[src/rtl/alu_issue.sv]
// alu_issue: decode/issue stage feeding a single-cycle ALU, with EX and result-stage tags.
// Define ALU_ISSUE_FWD_EN to forward Result instead of stalling on result-stage dependencies.
module alu_issue #(
  parameter int XLEN = 32
) (
  input  logic            CLK,
  input  logic            rst_n,
  input  logic            in_valid,
  output logic            in_ready,
  input  logic [6:0]      opcode,
  input  logic [2:0]      funct3,
  input  logic            funct7_5,
  input  logic [4:0]      rs1_addr,
  input  logic [4:0]      rs2_addr,
  input  logic [4:0]      rd_addr,
  input  logic [XLEN-1:0] rs1_data,
  input  logic [XLEN-1:0] rs2_data,
  input  logic [XLEN-1:0] imm,
  input  logic [XLEN-1:0] pc,
  input  logic            stall,
  input  logic            flush,
  input  logic [XLEN-1:0] Result,
  output logic [2:0]      ALU_ctrl,
  output logic [2:0]      Funct3,
  output logic            Funct7_5,
  output logic            Sub,
  output logic [XLEN-1:0] Rs1,
  output logic [XLEN-1:0] Rs2,
  output logic            ex_valid,
  output logic [4:0]      ex_rd,
  output logic            ex_we,
  output logic            illegal
);

  localparam logic [6:0] OPC_OP    = 7'b0110011;
  localparam logic [6:0] OPC_IMM   = 7'b0010011;
  localparam logic [6:0] OPC_LOAD  = 7'b0000011;
  localparam logic [6:0] OPC_STORE = 7'b0100011;
  localparam logic [6:0] OPC_JALR  = 7'b1100111;
  localparam logic [6:0] OPC_LUI   = 7'b0110111;
  localparam logic [6:0] OPC_AUIPC = 7'b0010111;

`ifdef ALU_ISSUE_FWD_EN
  localparam bit FWD_EN = 1'b1;
`else
  localparam bit FWD_EN = 1'b0;
`endif

  logic            res_valid_r;
  logic            res_we_r;
  logic [4:0]      res_rd_r;

  logic            legal_s;
  logic            use_rs1_s;
  logic            use_rs2_s;
  logic            we_s;
  logic            sub_s;
  logic            f75_s;
  logic [2:0]      ctrl_s;
  logic [XLEN-1:0] src1_s;
  logic [XLEN-1:0] src2_s;
  logic [XLEN-1:0] opa_s;
  logic [XLEN-1:0] opb_s;
  logic            dep1_s;
  logic            dep2_s;
  logic            hazard_s;
  logic            accept_s;

  function automatic logic [2:0] alu_ctrl_of(input logic [2:0] f3);
    logic [2:0] ctrl;
    case (f3)
      3'b000:                 ctrl = 3'b000;
      3'b010, 3'b011:         ctrl = 3'b001;
      3'b100, 3'b110, 3'b111: ctrl = 3'b010;
      3'b001, 3'b101:         ctrl = 3'b011;
      default:                ctrl = 3'b000;
    endcase
    return ctrl;
  endfunction

  // x0 never matches: it is never written, so it can neither stall nor forward
  function automatic logic tag_hit(input logic [4:0] src, input logic v, input logic we,
                                   input logic [4:0] rd);
    return (src != 5'd0) && v && we && (src == rd);
  endfunction

`ifdef ALU_ISSUE_FWD_EN
  assign src1_s = tag_hit(rs1_addr, res_valid_r, res_we_r, res_rd_r) ? Result : rs1_data;
  assign src2_s = tag_hit(rs2_addr, res_valid_r, res_we_r, res_rd_r) ? Result : rs2_data;
`else
  logic unused_result_s;
  assign unused_result_s = ^Result;
  assign src1_s = rs1_data;
  assign src2_s = rs2_data;
`endif

  // Opcode decode: ALU operation, operand selection and source usage
  always_comb begin
    legal_s   = 1'b1;
    use_rs1_s = 1'b1;
    use_rs2_s = 1'b0;
    ctrl_s    = 3'b000;
    f75_s     = 1'b0;
    sub_s     = 1'b0;
    opa_s     = src1_s;
    opb_s     = imm;
    case (opcode)
      OPC_OP: begin
        use_rs2_s = 1'b1;
        opb_s     = src2_s;
        ctrl_s    = alu_ctrl_of(funct3);
        f75_s     = funct7_5;
        sub_s     = (funct3 == 3'b000) && funct7_5;
      end
      OPC_IMM: begin
        ctrl_s = alu_ctrl_of(funct3);
        f75_s  = (funct3[1:0] == 2'b01) && funct7_5;
      end
      OPC_LOAD, OPC_STORE, OPC_JALR: begin
        ctrl_s = 3'b100;
      end
      OPC_LUI: begin
        use_rs1_s = 1'b0;
        opa_s     = '0;
      end
      OPC_AUIPC: begin
        use_rs1_s = 1'b0;
        opa_s     = pc;
      end
      default: begin
        legal_s   = 1'b0;
        use_rs1_s = 1'b0;
      end
    endcase
    we_s = legal_s && (opcode != OPC_STORE) && (rd_addr != 5'd0);
  end

  // Without forwarding, a result-stage producer also blocks issue for one more cycle
  assign dep1_s = tag_hit(rs1_addr, ex_valid, ex_we, ex_rd) ||
                  (!FWD_EN && tag_hit(rs1_addr, res_valid_r, res_we_r, res_rd_r));
  assign dep2_s = tag_hit(rs2_addr, ex_valid, ex_we, ex_rd) ||
                  (!FWD_EN && tag_hit(rs2_addr, res_valid_r, res_we_r, res_rd_r));
  assign hazard_s = in_valid && ((use_rs1_s && dep1_s) || (use_rs2_s && dep2_s));
  assign in_ready = rst_n && !stall && !flush && !hazard_s;
  assign accept_s = in_valid && in_ready;

  // EX registers and result-stage tag; flush overrides stall, illegal never lingers
  always_ff @(posedge CLK or negedge rst_n) begin
    if (!rst_n) begin
      ALU_ctrl    <= 3'b000;
      Funct3      <= 3'b000;
      Funct7_5    <= 1'b0;
      Sub         <= 1'b0;
      Rs1         <= '0;
      Rs2         <= '0;
      ex_valid    <= 1'b0;
      ex_rd       <= 5'd0;
      ex_we       <= 1'b0;
      illegal     <= 1'b0;
      res_valid_r <= 1'b0;
      res_rd_r    <= 5'd0;
      res_we_r    <= 1'b0;
    end else if (flush || !stall) begin
      res_valid_r <= ex_valid;
      res_rd_r    <= ex_rd;
      res_we_r    <= ex_we;
      if (accept_s && legal_s) begin
        ALU_ctrl <= ctrl_s;
        Funct3   <= funct3;
        Funct7_5 <= f75_s;
        Sub      <= sub_s;
        Rs1      <= opa_s;
        Rs2      <= opb_s;
        ex_valid <= 1'b1;
        ex_rd    <= rd_addr;
        ex_we    <= we_s;
        illegal  <= 1'b0;
      end else begin
        ALU_ctrl <= 3'b000;
        Funct3   <= 3'b000;
        Funct7_5 <= 1'b0;
        Sub      <= 1'b0;
        Rs1      <= '0;
        Rs2      <= '0;
        ex_valid <= 1'b0;
        ex_rd    <= 5'd0;
        ex_we    <= 1'b0;
        illegal  <= accept_s;
      end
    end else begin
      illegal <= 1'b0;
    end
  end

endmodule

[config.mk]
export PLATFORM = sky130hd
export DESIGN_NAME = alu_issue
export DESIGN_NICKNAME = d
export VERILOG_FILES = /design/src/rtl/alu_issue.sv
export SDC_FILE = /design/constraint.sdc
export NUM_CORES = 1
export LEC_CHECK = 0
export ABC_CLOCK_PERIOD_IN_PS = 2100
export CORE_UTILIZATION = 30
export DETAILED_ROUTE_END_ITERATION = 7
export MAX_ROUTING_LAYER = met4
export PLACE_DENSITY = 0.75
export SYNTH_ARGS = -nofsm -noshare
export SYNTH_HDL_FRONTEND = slang
export SYNTH_SLANG_ARGS = --single-unit
[constraint.sdc]
create_clock -name CLK -period 2.1 [get_ports CLK]
set_clock_uncertainty 0.1 [all_clocks]
set_input_delay 0.315 -clock CLK [delete_from_list [all_inputs] [get_ports CLK]]
set_output_delay 0.315 -clock CLK [all_outputs]
set_load 0.02 [all_outputs]
==> impl_results.md <==
* RSZ-0062 raised after global routing: true
* Slew Limit Fails at 0
* Post-Route WL at 16,300 um
* H-tree levels at 3
* Post-synth EDFFs at 0
* GPL Wtd Cong at 0.912
* VDD IR-drop max at 0.000347 V
* Syn Nets at 654
* Die height at 126 um
* Largest cells by area after synthesis: dfrtp_1 (48%), o31ai_1 (12%), mux2i_1 (7.0%)
* Most frequent cells in the layout: clkdlybuf4s50_1 (228), dfrtp_1 (87), nand2_1 (82)
* Tot GR Track Use at 0.205
* Synth area leader: dfrtp_1
* Cell Rows at 44
* HP Class: flip-flop to flip-flop
* Drt first pass iters at 7
* Max incr delay on CP at 400 ps
* Distinct cell type count of the synthesized netlist at 36
* First-pass GRT wire length at 24,400 um
* Complex-gate fraction of the synthesized area at 0.185
* Antenna Diode Count at 0
* Simple-Gate Fraction of Synth Area at 0.161
* Final setup viols at 80
* Pwr Density at 471 nW/um2
* CTS Buf Count at 9
* Final worst-path cycle share at 1.11
* GRT Residual Overflow at 0
* Critical path launch point type: flip-flop
* Nets@finish at 915
* Worst Path Max Fanout at 2
* Max Clk Rate at 430 MHz
* Layout Cells excl Fill at 913
* Critical Path Sink Type: output pin
* Crit path kind: flip-flop to output pin
* Syn_area_per_cell at 9.90 um2
* Synth Area in Adders at 0
* Hold WS at 376 ps
* Mapped Area at 4580 um2
* Final Critical Period at 2320 ps
* DIE WIDTH at 126 um
* Vias in the first global route at 4,942
* Largest net degree at the start of global routing at 56
* # DRC at 18
* Crit-path cells: xor2_1 > nor4_2 > a22oi_1 > o22ai_4 > a21boi_2 > buf_6
* Initial antenna violation count at 0
* Synthesized flop and latch total at 87
* Layout area overhead at 74.3%
* Worst path required time at 1680 ps
* Status: finished with violations
* Commonest non-fill, non-tap cell in the layout: clkdlybuf4s50_1
* Share of the synthesized area in the top cell type at 0.475
* Vias per inst at 5.09
* Setup ws final at -224 ps
* # IOs at 272
* WL per Instance at 17.9 um
* Sequential share of the synthesized area at 0.475
* CTS Buffer Depth at 2
* Placed insts at 890
* Final ANT Viol Nets at 0
* Syn Inst Count at 463
* Root buffer selected by CTS: clkbuf_16
* I/O Buffers at 239
* Ys flop type: dfrtp_1
* DIE AREA at 15,800 um2
* Async set-reset flop share out of synthesis at 1.00
* Clk pin slew, worst setup/hold paths at 70 ps
* Largest family of logic cells by synthesized area: compound AO/OA/AOI/OAI gates
* Worst skew pair latency at 340 ps
* Share of cells above drive strength 1 at 0.155
* Fillcell total at 1,286
* Xor and xnor area share after synthesis at 0.0382
* Max-slew headroom at 0.613
* Number of max-cap violations at 0
* Initial core utilization at 0.312
* Final Hold Fails at 0
* Starting DRT DRC Count at 185
* Leakage at 3.24 nW
* Worst EP arrival at 1910 ps
* Clock Sinks at 87
* Slowest CP cell: dfrtp_1
* Post-DP HPWL at 11,000 um
* Slew @ Worst Pin at 581 ps
* CTS tree: yes
* Via count at 4,648
* Core area at 14,700 um2
* Failing checks: design-rule violations, negative setup slack
* Mux cell area share after synthesis at 0.0871
* Syn. warnings at 0
cells by family after synthesis:
logic type             Yosys count
flip-flops                      87
AO/OA/AOI/OAI                  125
multiplexers                    39
AND/OR/NAND/NOR                145
XOR/XNOR                        20
buffers and inverters           47
through the flow:
step	power [mW]	setup slack, ps	instance area, um2	setup TNS, ps	utilization
after floorplan	1.84	34.9	4590	0	-
final	3.76	-224	7990	-2830	0.543
after global routing	3.91	-276	7990	-6990	0.543
after global placement	2.26	-702	7390	-55370	0.503
after CTS	3.80	-201	7810	-212	0.531
after detailed placement	2.27	-892	7390	-68410	0.503
layer usage:
layer / part of all wire / global-route usage / wire, um / up-vias
li1: - / - / - / 2193
met1: 0.39 / 0.218 / 6400 / 2209
met2: 0.51 / 0.358 / 8300 / 208
met3: 0.069 / 0.0445 / 1120 / 38
met4: 0.031 / 0.102 / 507 / 0
met5: 0 / - / 0 / -
cell usage after synthesis, types with 4 or more instances:
| library cell | n |
|---|---|
| nor2_1 | 6 |
| buf_2 | 4 |
| nand3_1 | 4 |
| dfrtp_1 | 87 |
| mux2_2 | 7 |
| clkbuf_1 | 26 |
| o31ai_1 | 71 |
| xor2_1 | 20 |
| o21ai_0 | 4 |
| nor3b_1 | 33 |
| nand2_1 | 83 |
| a21oi_1 | 33 |
| inv_1 | 6 |
| buf_6 | 8 |
| nor4_1 | 4 |
| mux2i_1 | 32 |
| o21ai_1 | 8 |
final cells by class:
type	instances	area [um2]	area share
clock inverters	3	17.5	0.00219
multi-input cells	329	2350	0.295
clock buffers	13	260	0.0326
flip-flops and latches	87	2180	0.273
repair buffers	291	2930	0.366
inverters	6	22.5	0.00282
well taps	184	230	0.0288
state kept, by name (all words and copies together), names as in the netlist:
register / count
illegal: 1
Rs1: 32
Funct7_5: 1
ex_valid: 1
res_we_r: 1
ALU_ctrl: 3
ex_we: 1
res_valid_r: 1
Sub: 1
Funct3: 3
res_rd_r: 5
ex_rd: 5
Rs2: 32
worst max-delay path, delay by kind of cell, from the launching register on:
kind,cells,cell delay (ps)
AO/OA/AOI/OAI,3,490
XOR/XNOR,1,180
buffers and inverters,1,140
flip-flops,1,400
AND/OR/NAND/NOR,1,360
final timing paths:
check	from	endpoint	slack [ps]	cells after the start
max reg2reg	res_rd_r[4]	Rs2[8]	-60	7
max in group asynchronous	rst_n	Rs2[1]	350	4
min reg2reg	Rs2[13]	Rs2[13]	380	2
min in group asynchronous	rst_n	res_rd_r[4]	530	3
max	res_rd_r[4]	in_ready	-220	6
min	Rs2[13]	Rs2[13]	380	2
power by group:
part	leakage, nW	switching [mW]	internal, mW	total [mW]
combinational	1.89	0.214	0.354	0.568
clock	0.136	0.645	0.864	1.51
sequential	1.22	0.00271	1.68	1.68
total	3.24	0.862	2.90	3.76
timing repair:
item | CTS | global route
gates cloned | 1 | 3
resized for setup | 31 | 24
pin swaps | 11 | 2
hold endpoints to repair | 8 | 0
endpoints found under the setup margin | 80 | 80
hold buffers | 1 | 0
buffers inserted | 2 | 0
(Power assumes the default switching activity.)
